$ cat config.mk
export PLATFORM = sky130hd
export DESIGN_NAME = button_fifo_ctrl
export DESIGN_NICKNAME = d
export VERILOG_FILES = /design/src/rtl/button_fifo_ctrl.sv
export SDC_FILE = /design/constraint.sdc
export NUM_CORES = 1
export LEC_CHECK = 0
export CORE_MARGIN = 4
export CORE_UTILIZATION = 52
export DETAILED_ROUTE_END_ITERATION = 8
export PLACE_DENSITY = 0.72
export SYNTH_ARGS = -nofsm -noshare
export SYNTH_HDL_FRONTEND = slang
export SYNTH_SLANG_ARGS = --single-unit
$ cat constraint.sdc
create_clock -name internal_clk_fgpa -period 3 [get_ports internal_clk_fgpa]
set_clock_uncertainty 0.2 [all_clocks]
set_input_delay 0.6 -clock internal_clk_fgpa [delete_from_list [all_inputs] [get_ports internal_clk_fgpa]]
set_output_delay 0.6 -clock internal_clk_fgpa [all_outputs]
set_load 0.01 [all_outputs]
$ cat src/rtl/button_fifo_ctrl.sv
// ---------------------------------------------------------------------------
// button_fifo_ctrl
//
// Purpose: button-driven FIFO occupancy controller for the FPGA board build.
// It takes two raw active-low push buttons (write, read) and turns each one
// into a synchronised, debounced, single-cycle press pulse. From these pulses
// it tracks the write/read pointers, occupancy, full/empty, sticky
// overflow/underflow and a 7-segment occupancy readout for a FIFO of DEPTH
// entries. The accept strobes and pointers drive a downstream RAM.
//
// Optional feature macro: AUTO_REPEAT_EN
//   defined   : a held button re-fires after REPEAT_DELAY cycles and then
//               every REPEAT_PERIOD cycles
//   undefined : one pulse per press, no repeat logic
//
// Ports (button_fifo_ctrl):
//   internal_clk_fgpa  in   1        sole clock, rising edge
//   reset              in   1        asynchronous, active-high
//   nwrite_en          in   1        raw write button, active-low
//   nread_en           in   1        raw read button, active-low
//   wr_accept          out  1        write accepted this cycle
//   rd_accept          out  1        read accepted this cycle
//   wr_ptr             out  PTR_W    next write slot
//   rd_ptr             out  PTR_W    next read slot
//   count              out  PTR_W+1  occupancy 0..DEPTH
//   full / empty       out  1        count==DEPTH / count==0
//   overflow/underflow out  1        sticky reject flags, cleared by reset
//   fifo_stage         out  2        00 empty, 01 low, 10 high half, 11 full
//   fifo_state_segs    out  8        [7]=dp, [6:0]=g..a, active-low
//
// Ports (button_pulse):
//   i_clk, i_rst       clock, async active-high reset
//   i_btn_n            raw active-low button
//   o_pulse            registered one-cycle press (or repeat) pulse
// ---------------------------------------------------------------------------

module button_pulse #(
   parameter int DEBOUNCE_CYCLES = 250000,
   parameter int REPEAT_DELAY    = 50000000,
   parameter int REPEAT_PERIOD   = 10000000
) (
   input  logic i_clk,
   input  logic i_rst,
   input  logic i_btn_n,
   output logic o_pulse
);

   localparam int CNT_W = (DEBOUNCE_CYCLES > 2) ? $clog2(DEBOUNCE_CYCLES) : 1;

   logic             r_sync1;
   logic             r_sync2;
   logic             r_deb;
   logic             r_deb_d;
   logic [CNT_W-1:0] r_cnt;
   logic             w_rise;

   if (DEBOUNCE_CYCLES < 2) begin : g_bad_deb
      $error("DEBOUNCE_CYCLES must be at least 2");
   end

   always_ff @(posedge i_clk or posedge i_rst) begin
      if (i_rst) begin
         r_sync1 <= 1'b0;
         r_sync2 <= 1'b0;
      end else begin
         r_sync1 <= ~i_btn_n;
         r_sync2 <= r_sync1;
      end
   end

   // The level only flips after DEBOUNCE_CYCLES consecutive disagreeing
   // samples; any agreeing sample throws the progress away.
   always_ff @(posedge i_clk or posedge i_rst) begin
      if (i_rst) begin
         r_deb   <= 1'b0;
         r_deb_d <= 1'b0;
         r_cnt   <= '0;
      end else begin
         r_deb_d <= r_deb;
         if (r_sync2 == r_deb) begin
            r_cnt <= '0;
         end else if (r_cnt == CNT_W'(DEBOUNCE_CYCLES - 1)) begin
            r_deb <= r_sync2;
            r_cnt <= '0;
         end else begin
            r_cnt <= r_cnt + 1'b1;
         end
      end
   end

   assign w_rise = r_deb & ~r_deb_d;

`ifdef AUTO_REPEAT_EN
   // Down-counter armed on the press pulse; a zero count while still held
   // fires a repeat and reloads with the (shorter) period.
   logic [31:0] r_rpt;
   logic        w_rpt_hit;

   assign w_rpt_hit = r_deb & r_deb_d & (r_rpt == 32'd0);

   always_ff @(posedge i_clk or posedge i_rst) begin
      if (i_rst) begin
         r_rpt <= '0;
      end else if (!r_deb) begin
         r_rpt <= '0;
      end else if (w_rise) begin
         r_rpt <= 32'(REPEAT_DELAY - 1);
      end else if (w_rpt_hit) begin
         r_rpt <= 32'(REPEAT_PERIOD - 1);
      end else begin
         r_rpt <= r_rpt - 32'd1;
      end
   end

   always_ff @(posedge i_clk or posedge i_rst) begin
      if (i_rst) o_pulse <= 1'b0;
      else       o_pulse <= w_rise | w_rpt_hit;
   end
`else
   // Repeat timing is unused in this build; still reject nonsense values.
   if (REPEAT_DELAY < 1 || REPEAT_PERIOD < 1) begin : g_bad_rpt
      $error("REPEAT_DELAY and REPEAT_PERIOD must be positive");
   end

   always_ff @(posedge i_clk or posedge i_rst) begin
      if (i_rst) o_pulse <= 1'b0;
      else       o_pulse <= w_rise;
   end
`endif

endmodule

module button_fifo_ctrl #(
   parameter int  DEPTH           = 8,
   parameter int  DEBOUNCE_CYCLES = 250000,
   parameter int  REPEAT_DELAY    = 50000000,
   parameter int  REPEAT_PERIOD   = 10000000,
   localparam int PTR_W           = $clog2(DEPTH)
) (
   input  logic             internal_clk_fgpa,
   input  logic             reset,
   input  logic             nwrite_en,
   input  logic             nread_en,
   output logic             wr_accept,
   output logic             rd_accept,
   output logic [PTR_W-1:0] wr_ptr,
   output logic [PTR_W-1:0] rd_ptr,
   output logic [PTR_W:0]   count,
   output logic             full,
   output logic             empty,
   output logic             overflow,
   output logic             underflow,
   output logic [1:0]       fifo_stage,
   output logic [7:0]       fifo_state_segs
);

   if (DEPTH < 2 || DEPTH > 256 || (DEPTH & (DEPTH - 1)) != 0) begin : g_bad_depth
      $error("DEPTH must be a power of two in 2..256");
   end

   logic             w_wr_pulse;
   logic             w_rd_pulse;
   logic             w_full_i;
   logic             w_empty_i;
   logic             w_wr_ok;
   logic             w_rd_ok;
   logic [PTR_W:0]   r_cnt;
   logic [PTR_W-1:0] r_wr_ptr;
   logic [PTR_W-1:0] r_rd_ptr;
   logic             r_ovf;
   logic             r_udf;
   logic [8:0]       w_cnt_x;
   logic [6:0]       w_hex;
   logic [7:0]       w_segs;
   logic [1:0]       w_stage;

   button_pulse #(
      .DEBOUNCE_CYCLES (DEBOUNCE_CYCLES),
      .REPEAT_DELAY    (REPEAT_DELAY),
      .REPEAT_PERIOD   (REPEAT_PERIOD)
   ) u_wr_btn (
      .i_clk   (internal_clk_fgpa),
      .i_rst   (reset),
      .i_btn_n (nwrite_en),
      .o_pulse (w_wr_pulse)
   );

   button_pulse #(
      .DEBOUNCE_CYCLES (DEBOUNCE_CYCLES),
      .REPEAT_DELAY    (REPEAT_DELAY),
      .REPEAT_PERIOD   (REPEAT_PERIOD)
   ) u_rd_btn (
      .i_clk   (internal_clk_fgpa),
      .i_rst   (reset),
      .i_btn_n (nread_en),
      .o_pulse (w_rd_pulse)
   );

   // Decisions use internal state that updates on the accept edge, so a
   // pulse in the very next cycle sees the effect of the previous accept.
   assign w_full_i  = (r_cnt == (PTR_W+1)'(DEPTH));
   assign w_empty_i = (r_cnt == '0);
   // A write into a full FIFO is fine when a read drains a slot this cycle.
   assign w_wr_ok   = w_wr_pulse & (~w_full_i | w_rd_pulse);
   assign w_rd_ok   = w_rd_pulse & ~w_empty_i;

   always_ff @(posedge internal_clk_fgpa or posedge reset) begin
      if (reset) begin
         r_cnt     <= '0;
         r_wr_ptr  <= '0;
         r_rd_ptr  <= '0;
         r_ovf     <= 1'b0;
         r_udf     <= 1'b0;
         wr_accept <= 1'b0;
         rd_accept <= 1'b0;
      end else begin
         wr_accept <= w_wr_ok;
         rd_accept <= w_rd_ok;
         if (w_wr_ok) r_wr_ptr <= r_wr_ptr + 1'b1;
         if (w_rd_ok) r_rd_ptr <= r_rd_ptr + 1'b1;
         case ({w_wr_ok, w_rd_ok})
            2'b10:   r_cnt <= r_cnt + 1'b1;
            2'b01:   r_cnt <= r_cnt - 1'b1;
            default: r_cnt <= r_cnt;
         endcase
         if (w_wr_pulse && w_full_i && !w_rd_pulse) r_ovf <= 1'b1;
         if (w_rd_pulse && w_empty_i)               r_udf <= 1'b1;
      end
   end

   assign w_cnt_x = 9'(r_cnt);

   always_comb begin
      w_hex = 7'h7F;
      case (w_cnt_x[3:0])
         4'h0: w_hex = 7'h40;
         4'h1: w_hex = 7'h79;
         4'h2: w_hex = 7'h24;
         4'h3: w_hex = 7'h30;
         4'h4: w_hex = 7'h19;
         4'h5: w_hex = 7'h12;
         4'h6: w_hex = 7'h02;
         4'h7: w_hex = 7'h78;
         4'h8: w_hex = 7'h00;
         4'h9: w_hex = 7'h10;
         4'hA: w_hex = 7'h08;
         4'hB: w_hex = 7'h03;
         4'hC: w_hex = 7'h46;
         4'hD: w_hex = 7'h21;
         4'hE: w_hex = 7'h06;
         4'hF: w_hex = 7'h0E;
         default: w_hex = 7'h7F;
      endcase
   end

   // Beyond one hex digit, show "F" with the decimal point lit.
   always_comb begin
      w_segs = {1'b1, w_hex};
      if (w_cnt_x > 9'd15) w_segs = {1'b0, 7'h0E};
   end

   always_comb begin
      w_stage = 2'b01;
      if (w_empty_i)                                   w_stage = 2'b00;
      else if (w_full_i)                               w_stage = 2'b11;
      else if (r_cnt >= (PTR_W+1)'(DEPTH / 2))         w_stage = 2'b10;
   end

   // Status outputs trail the accept strobe by one cycle.
   always_ff @(posedge internal_clk_fgpa or posedge reset) begin
      if (reset) begin
         wr_ptr          <= '0;
         rd_ptr          <= '0;
         count           <= '0;
         full            <= 1'b0;
         empty           <= 1'b1;
         overflow        <= 1'b0;
         underflow       <= 1'b0;
         fifo_stage      <= 2'b00;
         fifo_state_segs <= 8'hC0;
      end else begin
         wr_ptr          <= r_wr_ptr;
         rd_ptr          <= r_rd_ptr;
         count           <= r_cnt;
         full            <= w_full_i;
         empty           <= w_empty_i;
         overflow        <= r_ovf;
         underflow       <= r_udf;
         fifo_stage      <= w_stage;
         fifo_state_segs <= w_segs;
      end
   end

endmodule

==> summary.md, run 1 <==
| Metric | Value |
|---|---|
| Clock latency on the worst-skew pair | 350 ps |
| CP Class | register to register |
| Post-Synth XOR/XNOR Area | 9.61% |
| Final Instance Area | 0.00435 mm^2 |
| Yosys warns | 0 |
| CP delay by family, top | adder cells |
| Detailed Place HPWL | 4200 um |
| Cell area after synthesis | 0.00365 mm^2 |
| Ys async rst share | 100% |
| DRT iter0 DRCs | 68 |
| Largest family of logic cells by synthesized area | simple AND/OR/NAND/NOR gates |
| Global-route wire length before repair | 10,800 um |
| Number of synthesized flops with an enable pin | 0 |
| Hold slack | 154 ps |
| Number of synthesized register bits | 83 |
| # fillers | 538 |
| Clock slew at reported path FFs | 90 ps |
| CP Buf/Inv Count | 1 |
| Cells after Synth | approximately 320 |
| Port buffer count | 28 |
| Setup violations, final | 0 |
| Synth Area in Compound Gates | under 10% |
| Vias per cell | roughly 5 |
| Sequential power share | between 50% and 60% |
| Seq. cell area | 0.00208 mm^2 |
| CTS max path bufs | 2 |
| CTS Root Cell | clkbuf_8 |
| Slew margin rel. | between 60% and 70% |
| Worst Max-Slew Pin Slew | 553 ps |
| CP Capture Type | register |
| Final WL | 5990 um |
| Most frequent cells in the layout | 81 x dfrtp_1, 42 x nor2_1, 28 x xnor2_1, 28 x clkdlybuf4s50_1, 19 x nand2_1 |
| Syn_nets | between 300 and 400 |
| Total gr overflow | 0 |
| Worst-path maximum fanout | 5 |
| Post-CTS setup buffers | 0 |
| WL/cell | 13.0 um |
| Mux contribution to synthesized area | 2.40% |
| Starting Density | 53.7% |
| CP peak stage delay | 390 ps |
| Post-route DRC | 0 |
| Cts hold-fix bufs | 0 |
| Slowest CP cell | dfrtp_1 |
| Num rows | 30 |
| Die Height | 91.8 um |
| Crit path DAT | 2820 ps |
| Share of cells above drive strength 1 | 12.3% |
| Max cap viols | 0 |
| Critical path required time | 3040 ps |
| Clock share of power | between 40% and 50% |
| Fin crit period | ~2800 ps |
| Hold Path Class | register to register |
| FMAX | 0.360 GHz |
| Pwr dens | 485 mW/mm^2 |
| Simple-gate share of the synthesized area | around 18% |
| CTS buffer count | 9 |
| Area delta synth->final | 19.2% |
| Prevailing post-synth register cell | dfrtp_1 |
| Sequential area share after synthesis | a little under three fifths |
| Setup TNS | 0 ps |
| Yosys cell types | 50 |
| Final hold viol count | 0 |
| Core ar. | 0.00679 mm^2 |
| H-tree depth | 3 |
| Worst-path cell chain | inv_1 -> ha_1 -> nor4bb_2 -> nand2b_2 -> ha_1 -> xor2_1 -> ha_1 -> a21oi_1 -> xor2_1 -> nor2_1 -> xor2_1 |
| Crit share post-route | 92.6% |
| P_sw | about 0.46 mW |
| Die Span X | 91.8 um |
| Die area | 0.00842 mm^2 |
| Antenna Nets Post-Route | 0 |
| RSZ-0062 raised after global routing | false |
| Startpoint Class | register |
| Synth Area in Adders | 4.46% |
| Switch share | between 20% and 30% |
| ANT cells | 0 |
| PostCTS Resize Cnt | 0 |
| Cell-internal power | about 1.6 mW |
| Status | finished, final reports clean |
| # IOs | 30 |
| Area occupied by multi-input gates | 0.00147 mm^2 |
| Initial antenna violation count | 0 |
| Vias in the first global route | 2,306 |
| GRT Total Usage | 16.1% |
| Pleak | 1.98 nW |
| Via Count | 2,344 |
| Post-DP Area | 0.00410 mm^2 |
| Drt first pass iters | 4 |
| Pin count of the biggest net entering global routing | 33 |
| Most common cell after layout, fill and taps aside | dfrtp_1 |
| TritonCTS clock tree | done |
| Fin. max-slew vios | 0 |
| Comb pwr share | 2.7% |
| Syn avg cell area | roughly 11 um^2 |
| Worst VDD drop | 0.279 mV |
| Layout Nets | ~380 |
| Placer congestion estimate | 0.809 |
| Num Clock Sinks | 83 |
power by group through the flow:
stage / Sequential, mW / Combinational [mW] / Clock [mW]
finish: 1.14 / 0.0565 / 0.915
global route: 1.14 / 0.0673 / 0.996
CTS: 1.14 / 0.0592 / 0.939
detailed placement: 1.16 / 0.0594 / 0
global placement: 1.16 / 0.0582 / 0
floorplan: 1.16 / 0.0403 / 0
stage by stage:
stage	util (%)	std cells	power, mW	setup slack (ps)
2_1_floorplan	-	318	1.20	66.5
3_3_place_gp	60.3	445	1.21	289
5_1_grt	64.0	461	2.20	12.4
4_1_cts	63.7	461	2.13	130
6_report	64.0	461	2.11	223
3_5_place_dp	60.3	445	1.22	155
synth_stat cells (2+ instances only):
master / number / area [um^2]
o41ai_4: 2 / 55.1
ha_1: 13 / 163
nand2b_1: 2 / 12.5
mux2_1: 3 / 33.8
o21ai_0: 3 / 15.0
nor4_1: 15 / 93.8
xnor2_1: 28 / 245
clkbuf_1: 4 / 15.0
nor2_1: 42 / 158
o21ai_1: 3 / 15.0
a21o_1: 2 / 15.0
or3_1: 2 / 12.5
buf_6: 2 / 22.5
nor3_1: 8 / 40.0
xor2_1: 12 / 105
nand4_1: 8 / 50.1
a21oi_1: 6 / 30.0
nand2_1: 19 / 71.3
inv_1: 14 / 52.6
dfrtp_1: 81 / 2030
nor2b_1: 5 / 31.3
dfstp_2: 2 / 52.6
nand3_1: 13 / 65.1
nand3b_1: 2 / 15.0
mux2i_1: 2 / 20.0
sequential cells by signal, indices dropped and copies added (netlist names), 3 cells and up:
signal           flops
count                4
fifo_state_segs      7
r_cnt                4
r_rd_ptr             3
r_wr_ptr             3
rd_ptr               3
u_rd_btn.r_cnt      18
u_wr_btn.r_cnt      18
wr_ptr               3
cell families after synthesis:
logic type      Yosys count
buf+inv                  24
mux                       7
simple gates            128
fa+ha+maj                13
flops                    83
other cells               1
compound gates           22
xor+xnor                 40
worst register-to-register path, delay by kind of cell (launching register included):
family | cells | cell delay [ps]
fa+ha+maj | 3 | 730
simple gates | 3 | 640
xor+xnor | 3 | 410
flops | 1 | 390
buf+inv | 1 | 150
compound gates | 1 | 150
final cells by class:
| type | instances | area share [%] |
|---|---|---|
| tap | 96 | 2.76 |
| clock inverter | 6 | 2.19 |
| inverter | 15 | 1.32 |
| clock buffer | 10 | 3.17 |
| sequential | 83 | 47.8 |
| timing repair buffer | 40 | 8.81 |
| multi-input combinational | 211 | 33.9 |
routing by layer:
metal  global-route usage (%)  wire, um
met3                     5.41       255
met1                     22.3      2900
met5                        0         0
met2                     23.3      2750
met4                     6.81        80
path summary, 6_finish.rpt:
| check | from | endpoint | slack (ps) | cells after the start |
|---|---|---|---|---|
| max | r_cnt[0]$_DFFE_PP0P_ | r_cnt[2]$_DFFE_PP0P_ | 220 | 11 |
| min | u_wr_btn.r_sync1$_DFF_PP0_ | u_wr_btn.r_sync2$_DFF_PP0_ | 150 | 0 |
| max reg2reg | r_cnt[0]$_DFFE_PP0P_ | r_cnt[2]$_DFFE_PP0P_ | 220 | 11 |
| min reg2reg | u_wr_btn.r_sync1$_DFF_PP0_ | u_wr_btn.r_sync2$_DFF_PP0_ | 150 | 0 |
| max in group asynchronous | reset | fifo_stage[1]$_DFF_PP0_ | 1500 | 4 |
| min in group asynchronous | reset | u_wr_btn.r_cnt[1]$_DFF_PP0_ | 380 | 2 |
Note: power is estimated with default switching activity, not from simulation.
==> run 2: changes to the inputs <==
--- a/config.mk
+++ b/config.mk
@@ -5,7 +5,7 @@
 export SDC_FILE = /design/constraint.sdc
 export NUM_CORES = 1
 export LEC_CHECK = 0
-export CORE_MARGIN = 4
+export CORE_MARGIN = 2
 export CORE_UTILIZATION = 52
 export DETAILED_ROUTE_END_ITERATION = 8
 export PLACE_DENSITY = 0.72
==> summary.md, run 2 (synthesized netlist as in run 1, its figures left out) <==
| Metric | Value |
|---|---|
| Hold Path Class | register to register |
| Area delta synth->final | 17.8% |
| Fin crit period | 2770 ps |
| Slew margin rel. | between 60% and 70% |
| Worst VDD drop | roughly 0.29 mV |
| Global-route wire length before repair | 10,600 um |
| WL/cell | approximately 13 um |
| GRT Total Usage | roughly 18% |
| Starting Density | 53.7% |
| Share of cells above drive strength 1 | roughly 11% |
| CP peak stage delay | 380 ps |
| Initial antenna violation count | 0 |
| Cell count of the worst reg-to-reg path | 11 |
| Fin. max-slew vios | 0 |
| CTS buffer count | 9 |
| CP delay by family, top | adder cells |
| CP Class | register to register |
| Setup violations, final | 0 |
| Worst-path maximum fanout | 5 |
| Most frequent cells in the layout | 81 x dfrtp_1, 42 x nor2_1, 28 x xnor2_1, 28 x clkdlybuf4s50_1, 19 x nand2_1 |
| CTS Root Cell | clkbuf_8 |
| Num Clock Sinks | 83 |
| TritonCTS clock tree | done |
| Slowest CP cell | dfrtp_1 |
| Critical path required time | 3040 ps |
| Die area | just under 0.008 mm^2 |
| Post-CTS setup buffers | 0 |
| R2r setup slk | 230 ps |
| Die Height | 87.8 um |
| Antenna Nets Post-Route | 0 |
| Post-route DRC | 0 |
| PostCTS Resize Cnt | 0 |
| Final Core Density | 63.3% |
| Startpoint Class | register |
| RR Startpoint | r_cnt[0]$_DFFE_PP0P_ |
| R2R Path End | r_cnt[2]$_DFFE_PP0P_ |
| Worst Max-Slew Pin Slew | 556 ps |
| Via Count | 2,349 |
| Pwr dens | 464 mW/mm^2 |
| Launch point of the worst hold path | u_rd_btn.r_sync1$_DFF_PP0_ |
| Vias per cell | 5.12 |
| # fillers | 535 |
| ANT cells | 0 |
| H-tree depth | 3 |
| Setup TNS | 0 ps |
| Vias in the first global route | 2,414 |
| Die Span X | 87.8 um |
| Core ar. | about 0.0068 mm^2 |
| FMAX | 0.360 GHz |
| Largest registers | u_rd_btn.r_cnt (18), u_wr_btn.r_cnt (18), fifo_state_segs (7) |
| Hold path depth | 0 |
| CTS max path bufs | 2 |
| Pin count of the biggest net entering global routing | 31 |
| Pleak | 1.96 nW |
| Hold endpoint | u_rd_btn.r_sync2$_DFF_PP0_ |
| Cts hold-fix bufs | 0 |
| Total gr overflow | 0 |
| Max cap viols | 0 |
| # IOs | 30 |
| Placer congestion estimate | 0.775 |
| CP Capture Type | register |
| Port buffer count | 28 |
| Detailed Place HPWL | 4160 um |
| Final WL | 5980 um |
| Status | finished, final reports clean |
| Clock latency on the worst-skew pair | 350 ps |
| Drt first pass iters | 4 |
| Num rows | 30 |
| Final hold viol count | 0 |
| Clock slew at reported path FFs | 90 ps |
| RSZ-0062 raised after global routing | false |
| Crit path DAT | 2810 ps |
| DRT iter0 DRCs | 138 |
| Crit share post-route | 92.5% |
| CP Buf/Inv Count | 1 |
| Layout Nets | roughly 380 |
| Most common cell after layout, fill and taps aside | dfrtp_1 |
| Worst-path cell chain | inv_1 -> ha_1 -> nor4bb_2 -> nand2b_2 -> ha_1 -> xor2_1 -> ha_1 -> a21oi_1 -> xor2_1 -> nor2_1 -> xor2_1 |
run 2: layer usage:
metal	global-route usage, %	vias to the layer above	wire length [um]
met4	10.8	0	153
met5	0	-	0
li1	-	1162	-
met1	23.2	1142	2910
met3	3.58	16	123
met2	28.0	29	2790
run 2: report_power, final:
group	leakage [nW]	internal (mW)	switching [mW]	total [mW]
Clock	0.0978	0.391	0.412	0.803
Combinational	0.721	0.0187	0.0366	0.0554
Sequential	1.14	1.13	0.00887	1.14
Total	1.96	1.54	0.457	1.99
run 2: how the worst max path moves through the flow:
stage / startpoint / to / slack [ps] / cells past startpoint
6_report: r_cnt[0]$_DFFE_PP0P_ / r_cnt[2]$_DFFE_PP0P_ / 230 / 11
5_1_grt: r_cnt[0]$_DFFE_PP0P_ / r_cnt[2]$_DFFE_PP0P_ / 10 / 11
4_1_cts: r_cnt[0]$_DFFE_PP0P_ / r_cnt[2]$_DFFE_PP0P_ / 120 / 11
3_5_place_dp: r_cnt[0]$_DFFE_PP0P_ / r_cnt[2]$_DFFE_PP0P_ / 160 / 11
3_3_place_gp: r_cnt[0]$_DFFE_PP0P_ / r_cnt[2]$_DFFE_PP0P_ / 280 / 11
2_1_floorplan: reset / count[0]$_DFF_PP0_ / 70 / 1
run 2: metrics by stage:
step / area (um^2) / worst slack [ps] / hold slack [ps] / instances / power, mW
floorplan: 3650 / 66.5 / 131 / 318 / 1.20
global placement: 4090 / 276 / 133 / 444 / 1.21
detailed placement: 4090 / 160 / 158 / 444 / 1.22
CTS: 4290 / 118 / 175 / 459 / 2.02
global route: 4300 / 11.6 / 164 / 459 / 2.07
finish: 4300 / 226 / 163 / 459 / 1.99
run 2: final cells by class:
cell class              count  area (um^2)  area share, %
well taps                  96          120           2.79
clock buffers               9          124           2.88
inverters                  15         57.6           1.34
flip-flops and latches     83         2080           48.4
multi-input cells         211         1470           34.1
clock inverters             6         75.1           1.75
repair buffers             39          375           8.73
==> run 3: changes to the inputs <==
--- a/config.mk
+++ b/config.mk
@@ -5,9 +5,11 @@
 export SDC_FILE = /design/constraint.sdc
 export NUM_CORES = 1
 export LEC_CHECK = 0
+export ABC_AREA = 1
 export CORE_MARGIN = 2
 export CORE_UTILIZATION = 52
 export DETAILED_ROUTE_END_ITERATION = 8
+export GPL_ROUTABILITY_DRIVEN = 0
 export PLACE_DENSITY = 0.72
 export SYNTH_ARGS = -nofsm -noshare
 export SYNTH_HDL_FRONTEND = slang
==> summary.md, run 3 <==
| Metric | Value |
|---|---|
| Switch share | 22.8% |
| Pwr dens | 453 mW/mm^2 |
| Largest family of logic cells by synthesized area | simple AND/OR/NAND/NOR gates |
| Simple-gate share of the synthesized area | between 20% and 30% |
| Mux contribution to synthesized area | 0% |
| Worst-path maximum fanout | 9 |
| Top-area cell type share of the netlist area | a little over half |
| P_sw | 0.459 mW |
| Crit path DAT | 2740 ps |
| Largest registers | u_rd_btn.r_cnt (18), u_wr_btn.r_cnt (18), fifo_state_segs (7) |
| Max cap viols | 0 |
| Status | finished, final reports clean |
| Busiest layer in global routing | met2 |
| Grt met3 use | 3.35% |
| Die area | between 0.008 and 0.009 mm^2 |
| Syn avg cell area | 9.03 um^2 |
| Leading area contributor after synthesis | dfrtp_1 |
| Launch point of the worst hold path | u_wr_btn.r_sync1$_DFF_PP0_ |
| Startpoint Class | register |
| Layout Nets | 479 |
| WL/cell | between 10 and 15 um |
| ANT cells | 0 |
| TritonCTS clock tree | done |
| Most common cell in the netlist | nand2_1 |
| Area delta synth->final | 16.4% |
| Global-route wire length before repair | between 10,000 and 15,000 um |
| Die Height | 89.8 um |
| Vias per cell | 4.96 |
| Top post-synthesis cells by count | 84 x nand2_1, 81 x dfrtp_1, 76 x nor2_1, 45 x inv_1, 22 x nand3_1 |
| FMAX | around 0.37 GHz |
| Cts hold-fix bufs | 0 |
| Syn_nets | 441 |
| Antenna Nets Post-Route | 0 |
| CP Buf/Inv Count | 3 |
| GRT Total Usage | between 10% and 20% |
| Fin crit period | 2720 ps |
| Prevailing post-synth register cell | dfrtp_1 |
| Clock share of power | between 40% and 50% |
| CTS buffer count | 9 |
| Worst Max-Slew Pin Slew | 982 ps |
| CP peak stage delay | 460 ps |
| Cell-internal power | 1.56 mW |
| DRT iter0 DRCs | 134 |
| Post-route DRC | 0 |
| Sequential area share after synthesis | 54.3% |
| Cell count of the worst reg-to-reg path | 13 |
| Number of synthesized register bits | 83 |
| Synth Area in Compound Gates | 4.12% |
| Via Count | 2,806 |
| Grt met2 use | 30.8% |
| Starting Density | 53.4% |
| Final Instance Area | 0.00446 mm^2 |
| Pin count of the biggest net entering global routing | 59 |
| Crit path launch | r_cnt[0]$_DFFE_PP0P_ |
| RSZ-0062 raised after global routing | false |
| Slowest CP cell | dfrtp_2 |
| Hold slack | 157 ps |
| Leading cell types by total area after synthesis | dfrtp_1 53%, nand2_1 8.2%, nor2_1 7.5% |
| Yosys warns | 0 |
| # IOs | 30 |
| Worst VDD drop | 0.311 mV |
| R2r setup slk | between 200 and 300 ps |
| Worst-path cell chain | inv_1 -> ha_1 -> nand2_1 -> nand2_1 -> inv_1 -> ha_2 -> nand2_1 -> inv_1 -> nor2_1 -> ha_1 -> a21oi_1 -> xor2_1 -> o21ai_0 |
| Yosys cell types | 33 |
| Most frequent cells in the layout | 84 x nand2_1, 79 x dfrtp_1, 76 x nor2_1 |
| Final WS setup | 278 ps |
| Hold Path Class | register to register |
| Initial antenna violation count | 0 |
| Port buffer count | 28 |
| Hold endpoint | u_wr_btn.r_sync2$_DFF_PP0_ |
| Drt first pass iters | 5 |
| Num Clock Sinks | 83 |
| Comb pwr share | under 10% |
| Die Span X | 89.8 um |
| Critical path required time | 3020 ps |
| Post-Layout Cell Count | 566 |
| Share of cells above drive strength 1 | 12.2% |
| Post-placement cell count | between 500 and 600 |
| H-tree depth | 3 |
| Post-Synth XOR/XNOR Area | about 4.6% |
| Sequential power share | 56.1% |
| Setup violations, final | 0 |
| Clock latency on the worst-skew pair | 350 ps |
| Cell area after synthesis | 0.00383 mm^2 |
| CTS Root Cell | clkbuf_8 |
| Setup TNS | 0 ps |
| Cells after Synth | between 400 and 500 |
| Hold path depth | 0 |
| Vias in the first global route | between 2,000 and 3,000 |
| Core ar. | slightly above 0.007 mm^2 |
| Final WL | 6740 um |
| Post-DP Area | 0.00424 mm^2 |
| CP delay by family, top | adder cells |
| Num rows | 31 |
| Number of synthesized flops with an enable pin | 0 |
| Final Core Density | between 60% and 70% |
| Synth Area in Adders | 4.25% |
| Fin. max-slew vios | 0 |
| Clock slew at reported path FFs | 80 ps |
| Pleak | approximately 2 nW |
| Crit share post-route | around 91% |
| Total Power | 2.02 mW |
| R2R Path End | r_cnt[2]$_DFFE_PP0P_ |
| Met1 Usage GRT | 22.8% |
| CTS max path bufs | 2 |
| Post-CTS setup buffers | 0 |
| Final hold viol count | 0 |
| RR Startpoint | r_cnt[0]$_DFFE_PP0P_ |
| Most common cell after layout, fill and taps aside | nand2_1 |
| Ys async rst share | 100% |
| Slew margin rel. | 34.1% |
| Place WS | 305 ps |
| Detailed Place HPWL | around 4800 um |
| CP Capture Type | register |
| CP Class | register to register |
| Total gr overflow | 0 |
==> run 3: cell types whose count changed in the layout (fill, tap and decap cells not counted), sizes merged, moves of 5 or more <==
cell / before / now
nand2: 19 / 91
buf: 11 / 2
xnor2: 28 / 10
nor4: 15 / 0
nor2: 42 / 89
nand3: 14 / 23
nor2b: 5 / 0
inv: 16 / 51
a21oi: 6 / 12
==> run 3: how the worst max path moves through the flow <==
| stage | to | slack (ps) | depth (start not counted) |
|---|---|---|---|
| finish | r_cnt[2]$_DFFE_PP0P_ | 280 | 13 |
| detailed placement | r_cnt[2]$_DFFE_PP0P_ | 310 | 13 |
| global placement | r_cnt[2]$_DFFE_PP0P_ | 430 | 14 |
| floorplan | count[0]$_DFF_PP0_ | 70 | 1 |
| global route | r_cnt[2]$_DFFE_PP0P_ | 30 | 14 |
| CTS | r_cnt[2]$_DFFE_PP0P_ | 170 | 13 |
==> run 3: cell families after synthesis <==
logic type               Yosys count
AO/OA/AOI/OAI                     26
XOR/XNOR                          20
adder cells (fa/ha/maj)           13
buffers and inverters             54
flip-flops                        83
other                              1
AND/OR/NAND/NOR                  227
==> run 3: final cells by class <==
type | count | area, um^2
clock inverter | 6 | 72.6
tap | 99 | 124
sequential | 83 | 2080
inverter | 51 | 195
fill | 585 | 2720
clock buffer | 10 | 138
multi-input combinational | 287 | 1540
timing repair buffer | 30 | 308
==> run 3: power groups by stage <==
stage                     logic (mW)  clock network [mW]  registers (mW)
after floorplan               0.0382                   0            1.15
after global placement        0.0561                   0            1.15
after detailed placement      0.0570                   0            1.15
after CTS                     0.0571               0.848            1.13
after global routing          0.0639               0.897            1.13
final                         0.0546               0.830            1.13
==> run 3: timing repair <==
item | 4_1_cts | 5_1_grt
hold endpoints to repair | 0 | 0
setup endpoints to repair | 0 | 1
gates resized for setup | 0 | 3
==> run 3: per-layer routing <==
layer,vias up,wire length [um]
met2,72,3300
met4,0,74
li1,1398,-
met5,-,0
met3,8,273
met1,1328,3090
==> edit (flow settings as in run 2) <==
`DEPTH`: 8 -> 16.
--- a/src/rtl/button_fifo_ctrl.sv
+++ b/src/rtl/button_fifo_ctrl.sv
@@ -132,5 +132,5 @@
 
 module button_fifo_ctrl #(
-   parameter int  DEPTH           = 8,
+   parameter int  DEPTH           = 16,
    parameter int  DEBOUNCE_CYCLES = 250000,
    parameter int  REPEAT_DELAY    = 50000000,
Ports: changed (resized count, rd_ptr and wr_ptr); port bits go from 30 to 33. The function was not compared with the original's and may differ.
==> edit against run 2 <==
- power increased by 1.8%
- sequential cell count increased by 7
- setup slack improved by 81 ps
- first-iteration DRC count increased by 5.1%
- cell area increased by 8.1%
- sequential power increased by 8%
- clock power decreased by 7.5%
- maximum frequency increased by 3.0%
- area after synthesis increased by 9.6%
- count of clock-buffer cells in the layout increased by 1
- wire length increased by 15%
- largest cell class unchanged
- highest routed layer unchanged
==> edit: results <==
group,metric,value,unit
critical_path,path_max_fanout,8,
critical_path,r2r_end,"r_cnt[4]$_DFFE_PP0P_",
global_route,grt_pass1_wl,12400,um
final_layout,buffers,42,
final_layout,clkCellAreaFrac,3.82,%
power_and_ir_drop,ir_drop,0.000243,V
routing,drt_iter0_drc,145,
placed_design,dpl_cell_area,4460,um^2
critical_path,cp-endpoint,"r_cnt[4]$_DFFE_PP0P_",
final_layout,multi_input_area_share,34.9,%
final_layout,drive_above_1_share,10.6,%
final_layout,sh_seq_area,48.6,%
yosys,ys_types,46,
sta,fmax,371,MHz
sta,worst_pin_slew,458,ps
placed_design,io_buffers,32,
outcome,status,"complete, no violations",
yosys,synth_fp_nets,371,
final_layout,multi_input_gates,234,
final_layout,nNetsFinal,408,
sta,fin_worst_hold_slack,159,ps
global_route,grt_max_degree,52,
final_layout,buffer_area_share,8.78,%
final_layout,syn2layout_area_growth,16.2,%
yosys,synthAdderAreaFrac,3.75,%
power_and_ir_drop,p_leak,2.14,nW
yosys,ys_top_cells_by_area,"dfrtp_1, xnor2_1, ha_1, nor2_1, xor2_1",
final_layout,fillers,585,
placed_design,hpwl,4770,um
placed_design,place_congestion,0.808,
==> edit: changes by cell type after synthesis, sizes merged, moves of 5 or more <==
cell | before | now
a21oi | 6 | 16
clkbuf | 4 | 10
dfrtp | 81 | 87
nor4 | 15 | 9
xnor2 | 28 | 22
xor2 | 12 | 17
==> edit: report_power, final <==
| group | leakage, nW | switching [mW] | internal, mW |
|---|---|---|---|
| Clock | 0.0888 | 0.432 | 0.311 |
| Sequential | 1.23 | 0.00819 | 1.22 |
| Combinational | 0.816 | 0.0381 | 0.0181 |
| Total | 2.14 | 0.478 | 1.55 |
==> edit: layer usage <==
metal	GRT usage, %	wire length (um)
met1	25.9	3290
met2	28.4	3250
met3	4.85	283
met4	5.10	70
met5	0	0
==> edit: worst max-delay path, cell delays in order (launching register included) <==
cell and delay (ps):
dfrtp_1 380, inv_1 120, ha_1 260, nand4bb_1 190, o21ai_1 230, ha_2 290, xor2_1 160, ha_1 200
and3b_1 160, o21ai_0 70, a31oi_1 210, xor2_1 150
